`src/rtl/axi_write_scheduler.sv`:
```
`default_nettype none
// ============================================================================
//  Module      : axi_write_scheduler
//  Description : Round-robin scheduler that shares one AXI write slave port
//                among NM masters. One master owns the port for a whole
//                transaction (AW, W burst, B). Only the handshake signals are
//                routed here; payload muxes outside use 'grant' as the select.
//  Revision    : 1.0 - initial release
// ----------------------------------------------------------------------------
//  Ports
//    ACLK, ARESETn         clock, asynchronous active-low reset
//    m_awvalid/m_awlen     per-master address requests (AWLEN i at [i*LENW +: LENW])
//    m_wvalid/m_wlast      per-master write data handshake
//    m_bready              per-master response ready
//    m_awready/m_wready/m_bvalid   handshakes returned to the masters
//    s_awvalid/s_awready, s_wvalid/s_wready, s_bvalid/s_bready   slave side
//    grant                 registered one-hot owner, 0 when idle
//    state                 0 IDLE, 1 ADDR, 2 DATA, 3 RESP
//    len_err               one-cycle pulse on burst length mismatch
// ============================================================================
module axi_write_scheduler #(
  parameter int NM   = 2,
  parameter int LENW = 4
) (
  input  logic               ACLK,
  input  logic               ARESETn,
  input  logic [NM-1:0]      m_awvalid,
  input  logic [NM*LENW-1:0] m_awlen,
  input  logic [NM-1:0]      m_wvalid,
  input  logic [NM-1:0]      m_wlast,
  input  logic [NM-1:0]      m_bready,
  output logic [NM-1:0]      m_awready,
  output logic [NM-1:0]      m_wready,
  output logic [NM-1:0]      m_bvalid,
  output logic               s_awvalid,
  input  logic               s_awready,
  output logic               s_wvalid,
  input  logic               s_wready,
  input  logic               s_bvalid,
  output logic               s_bready,
  output logic [NM-1:0]      grant,
  output logic [1:0]         state,
  output logic               len_err
);

  typedef enum logic [1:0] {
    S_IDLE = 2'd0,
    S_ADDR = 2'd1,
    S_DATA = 2'd2,
    S_RESP = 2'd3
  } state_t;

  localparam logic [NM-1:0] c_prio_rst = {{(NM-1){1'b0}}, 1'b1};

  state_t          r_state, w_state_nxt;
  logic [NM-1:0]   r_grant, w_grant_nxt;
  logic [NM-1:0]   r_prio, w_prio_nxt;
  logic [LENW-1:0] r_beat_cnt, w_beat_cnt_nxt;
  logic [LENW-1:0] r_len_lat, w_len_lat_nxt;
  logic            r_len_err, w_len_err_nxt;

  logic [NM-1:0]   w_win;
  logic            w_own_awvalid, w_own_wvalid, w_own_wlast, w_own_bready;
  logic [LENW-1:0] w_own_awlen;

  // Owner-side inputs: grant is one-hot (or zero), so AND-OR selects the owner.
  assign w_own_awvalid = |(m_awvalid & r_grant);
  assign w_own_wvalid  = |(m_wvalid  & r_grant);
  assign w_own_wlast   = |(m_wlast   & r_grant);
  assign w_own_bready  = |(m_bready  & r_grant);

  always_comb begin
    w_own_awlen = '0;
    for (int i = 0; i < NM; i++) begin
      if (r_grant[i]) w_own_awlen = w_own_awlen | m_awlen[i*LENW +: LENW];
    end
  end

  // Round-robin search: first requester at or after the priority pointer.
  always_comb begin
    int  prio_idx;
    int  idx;
    logic found;
    w_win    = '0;
    found    = 1'b0;
    prio_idx = 0;
    idx      = 0;
    for (int i = 0; i < NM; i++) begin
      if (r_prio[i]) prio_idx = i;
    end
    for (int k = 0; k < NM; k++) begin
      idx = prio_idx + k;
      if (idx >= NM) idx = idx - NM;
      if (!found && m_awvalid[idx]) begin
        w_win[idx] = 1'b1;
        found      = 1'b1;
      end
    end
  end

  always_ff @(posedge ACLK or negedge ARESETn) begin
    if (!ARESETn) begin
      r_state    <= S_IDLE;
      r_grant    <= '0;
      r_prio     <= c_prio_rst;
      r_beat_cnt <= '0;
      r_len_lat  <= '0;
      r_len_err  <= 1'b0;
    end else begin
      r_state    <= w_state_nxt;
      r_grant    <= w_grant_nxt;
      r_prio     <= w_prio_nxt;
      r_beat_cnt <= w_beat_cnt_nxt;
      r_len_lat  <= w_len_lat_nxt;
      r_len_err  <= w_len_err_nxt;
    end
  end

  always_comb begin
    w_state_nxt    = r_state;
    w_grant_nxt    = r_grant;
    w_prio_nxt     = r_prio;
    w_beat_cnt_nxt = r_beat_cnt;
    w_len_lat_nxt  = r_len_lat;
    w_len_err_nxt  = 1'b0;
    m_awready      = '0;
    m_wready       = '0;
    m_bvalid       = '0;
    s_awvalid      = 1'b0;
    s_wvalid       = 1'b0;
    s_bready       = 1'b0;

    case (r_state)
      S_IDLE: begin
        if (|m_awvalid) begin
          w_grant_nxt = w_win;
          w_state_nxt = S_ADDR;
        end
      end
      S_ADDR: begin
        // Grant is held even if the owner withdraws AWVALID.
        s_awvalid = w_own_awvalid;
        m_awready = r_grant & {NM{s_awready}};
        if (w_own_awvalid && s_awready) begin
          w_len_lat_nxt  = w_own_awlen;
          w_beat_cnt_nxt = '0;
          w_state_nxt    = S_DATA;
        end
      end
      S_DATA: begin
        s_wvalid = w_own_wvalid;
        m_wready = r_grant & {NM{s_wready}};
        if (w_own_wvalid && s_wready) begin
          w_beat_cnt_nxt = r_beat_cnt + 1'b1;
          // WLAST always ends the burst; a mismatch against AWLEN is only flagged.
          if (w_own_wlast) begin
            w_state_nxt   = S_RESP;
            w_len_err_nxt = (r_beat_cnt != r_len_lat);
          end else begin
            w_len_err_nxt = (r_beat_cnt == r_len_lat);
          end
        end
      end
      S_RESP: begin
        m_bvalid = r_grant & {NM{s_bvalid}};
        s_bready = w_own_bready;
        if (s_bvalid && w_own_bready) begin
          w_state_nxt = S_IDLE;
          w_grant_nxt = '0;
          // The just-served master becomes lowest priority.
          w_prio_nxt  = {r_grant[NM-2:0], r_grant[NM-1]};
        end
      end
      default: w_state_nxt = S_IDLE;
    endcase
  end

  assign grant   = r_grant;
  assign state   = r_state;
  assign len_err = r_len_err;

endmodule
`default_nettype wire
```
`config.mk`:
```
export PLATFORM = sky130hd
export DESIGN_NAME = axi_write_scheduler
export DESIGN_NICKNAME = d
export VERILOG_FILES = /design/src/rtl/axi_write_scheduler.sv
export SDC_FILE = /design/constraint.sdc
export NUM_CORES = 1
export LEC_CHECK = 0
export CAP_MARGIN = 40
export CELL_PAD_IN_SITES_DETAIL_PLACEMENT = 0
export CELL_PAD_IN_SITES_GLOBAL_PLACEMENT = 1
export CORE_MARGIN = 2
export CORE_UTILIZATION = 35
export CTS_BUF_LIST = sky130_fd_sc_hd__clkbuf_8
export CTS_CLUSTER_SIZE = 25
export DETAILED_ROUTE_END_ITERATION = 6
export HOLD_SLACK_MARGIN = 0.06
export PLACE_DENSITY = 0.92
export SLEW_MARGIN = 20
export SYNTH_ARGS = -nofsm -noshare
export SYNTH_HDL_FRONTEND = slang
export SYNTH_SLANG_ARGS = --single-unit
```
`constraint.sdc`:
```
create_clock -name ACLK -period 2.59 [get_ports ACLK]
set_input_delay 0.6475 -clock ACLK [delete_from_list [all_inputs] [get_ports ACLK]]
set_output_delay 0.6475 -clock ACLK [all_outputs]
set_load 0.03 [all_outputs]
```
==> results.cfg <==
[critical_path]
critPathKind = input pin to output port
reg2reg_slack_ns = 0.73
crit_fanout = 4
worstSetupEndpointType = output port
critPathArrivalTime_ns = 1.74
timing.rr.start = state[1]
crit-reg2reg-capture = r_beat_cnt[2]
reg2reg_depth = 6
critical_path_required_ns = 1.94
start_kind = input pin

[logic_synthesis]
syn-num-nets = 121
synth_seq_area_share_pct = 37.8
netlist_area_sq_um = 927
yosysWarnings = 0
synth_cell_types = 31
synth_seq_cells = 14
syn_area_per_cell_sq_um = 9.86
syn_inst = 94

[routing]
detail-route-antenna-nets = 0
wl_mm = 2.34
drt_iter0_drc = 23
first_pass_iters = 4
drc_errors = 0
num_vias = 818
routedWlPerCell_um = 14.4
via_per_inst = 5.05

[sta]
period_share_pct = 92.3
rsz0062_at_grt = no
clock_skew_ns = 0.00568
finalHoldViolCount = 0
relSlewSlack_pct = 53.8
setup_violations = 0
fmax_mhz = 418
fin_ws_ns = 0.199
report.final.slew_viol_count = 0
worst_pin_slew_ns = 0.690
fin_crit_ns = 2.39
tns_ns = 0

[global_routing]
grt_overflow = 0
antenna_found_initial = 0
grt_pass1_wl_mm = 3.89
grt_pass1_vias = 837
grt_max_degree = 15
grt_usage_pct = 15.8

[min_path]
holdPathEnd = r_prio[1]
min_from = r_prio[1]
hp-class = flop to flop
holdPathStages = 1

[floorplan]
row_count = 18
ios = 35
initial_core_util_pct = 37.1
die_w_um = 55.5
die_y_um = 55.5
dieArea_sq_um = 3080
core_sq_um = 2500

[cts]
clkTransAtPathRegs_ns = 0.06
cts_resized = 0
tritoncts = yes
insertion_delay_ns = 0.24
cts_made_buffers = 3
clock_path_buffers = 2
post-cts-setup-buffers = 0
hold_buffers = 0
htree_levels = 1
cts.sinks = 14
root_buffer = clkbuf_8

[placement]
post-place-ws_ns = 0.214
post-place-cells = 158
gp_congestion = 0.810
dp_hpwl_mm = 1.82
io_buffers = 34

[pwr]
power_mw = 1.44
pwr_density_cell_nw_per_um2 = 1070
p_leak_nw = 0.599
vdd_drop_max_uv = 874

[cells_and_area]
nets = 160
stdcell_count = 162
syn_to_final_growth_pct = 44.5
drive_gt1_share_pct = 17.4
fill_cells = 230
diodes = 0

[run]
drv_cap = 0

[outcome]
status = completed
## per-layer routing
metal | up-vias | global-route usage, % | routed length [um]
met5 | - | 0 | 0
li1 | 411 | - | -
met2 | 24 | 28.6 | 1150
met3 | 0 | 3.51 | 122
met4 | 0 | 5.23 | 0
met1 | 383 | 18.1 | 1060
## final cells by class
class                   count  area [sq um]  share of cell area, %
flip-flops and latches     14           350                   26.1
clock buffers               4          55.1                   4.11
repair buffers             36           333                   24.8
inverters                   7          26.3                   1.96
multi-input cells          71           538                   40.1
well taps                  30          37.5                   2.80
## layout by cell type (no fill, tap or decap)
cell,instances
clkdlybuf4s50_1,25
dfrtp_1,14
nor2_1,12
buf_4,11
inv_1,7
a22oi_1,6
xnor2_1,6
ha_1,6
nor2b_1,5
and3_1,4
a21oi_1,4
clkbuf_8,4
nand2_1,3
a22oi_2,2
o21ai_1,2
o21a_1,2
a22o_1,2
mux2i_1,2
mux2_2,2
nand4_1,1
nand3b_1,1
nor2_4,1
nand3_1,1
a211oi_1,1
a221oi_2,1
mux2_1,1
nor4b_1,1
a221o_1,1
o21ai_0,1
nand4_2,1
mux2_4,1
o211ai_1,1
## cells in the mapped netlist, drive strengths merged
cell	instances	area, sq um
nand3	1	5.00
dfrtp	14	350
buf	2	12.5
o21ai	3	15.0
xnor2	6	52.6
o21a	2	15.0
nand4	2	18.8
ha	6	75.1
inv	7	26.3
nor2b	5	31.3
a221oi	1	15.0
a22o	2	17.5
mux2i	2	20.0
nor2	13	56.3
nand3b	1	7.51
a22oi	8	70.1
and3	4	25.0
mux2	4	48.8
a211oi	1	7.51
a21oi	4	20.0
nand2	3	11.3
a221o	1	10.0
o211ai	1	7.51
nor4b	1	8.76
## critical path, cell delays in order
cell and delay [ns]:
clkdlybuf4s50_1 0.46, a22oi_2 0.36, nor2b_1 0.09, buf_4 0.18
## how the worst max path moves through the flow
stage	slack, ns	depth (start not counted)	from	endpoint
floorplan	0.55	4	state[1]	m_awready[1]
global placement	0.24	4	m_awvalid[0]	s_awvalid
detailed placement	0.21	4	m_awvalid[0]	s_awvalid
CTS	0.21	4	m_awvalid[0]	s_awvalid
global route	0.15	4	m_awvalid[0]	s_awvalid
finish	0.20	4	m_awvalid[0]	s_awvalid
## flip-flops by register name, summed over array words and instances, names as in the netlist
signal	flops
r_beat_cnt	4
r_len_lat	4
len_err	1
state	2
grant	2
r_prio	1
## power breakdown
part | total, mW | switching (mW) | internal (mW)
combinational | 0.845 | 0.459 | 0.386
sequential | 0.378 | 0.0744 | 0.304
clock | 0.214 | 0.0792 | 0.135
## kinds of logic (layout without fill, tap and decap cells)
group / Yosys count / in the layout / share of synthesized area, %
buf+inv: 9 / 47 / 4.18
fa+ha+maj: 6 / 6 / 8.10
compound gates: 23 / 23 / 19.2
flops: 14 / 14 / 37.8
mux: 6 / 6 / 7.42
xor+xnor: 6 / 6 / 5.67
simple gates: 30 / 30 / 17.7
## metrics by stage
step | hold WS (ns) | util [%] | area (sq um)
after detailed placement | 0.531 | 51.4 | 1280
final | 0.541 | 53.6 | 1340
after floorplan | 0.352 | - | 927
after CTS | 0.544 | 53.6 | 1340
after global routing | 0.558 | 53.6 | 1340
after global placement | 0.525 | 51.4 | 1280
Power figures use the tool's default switching activity.
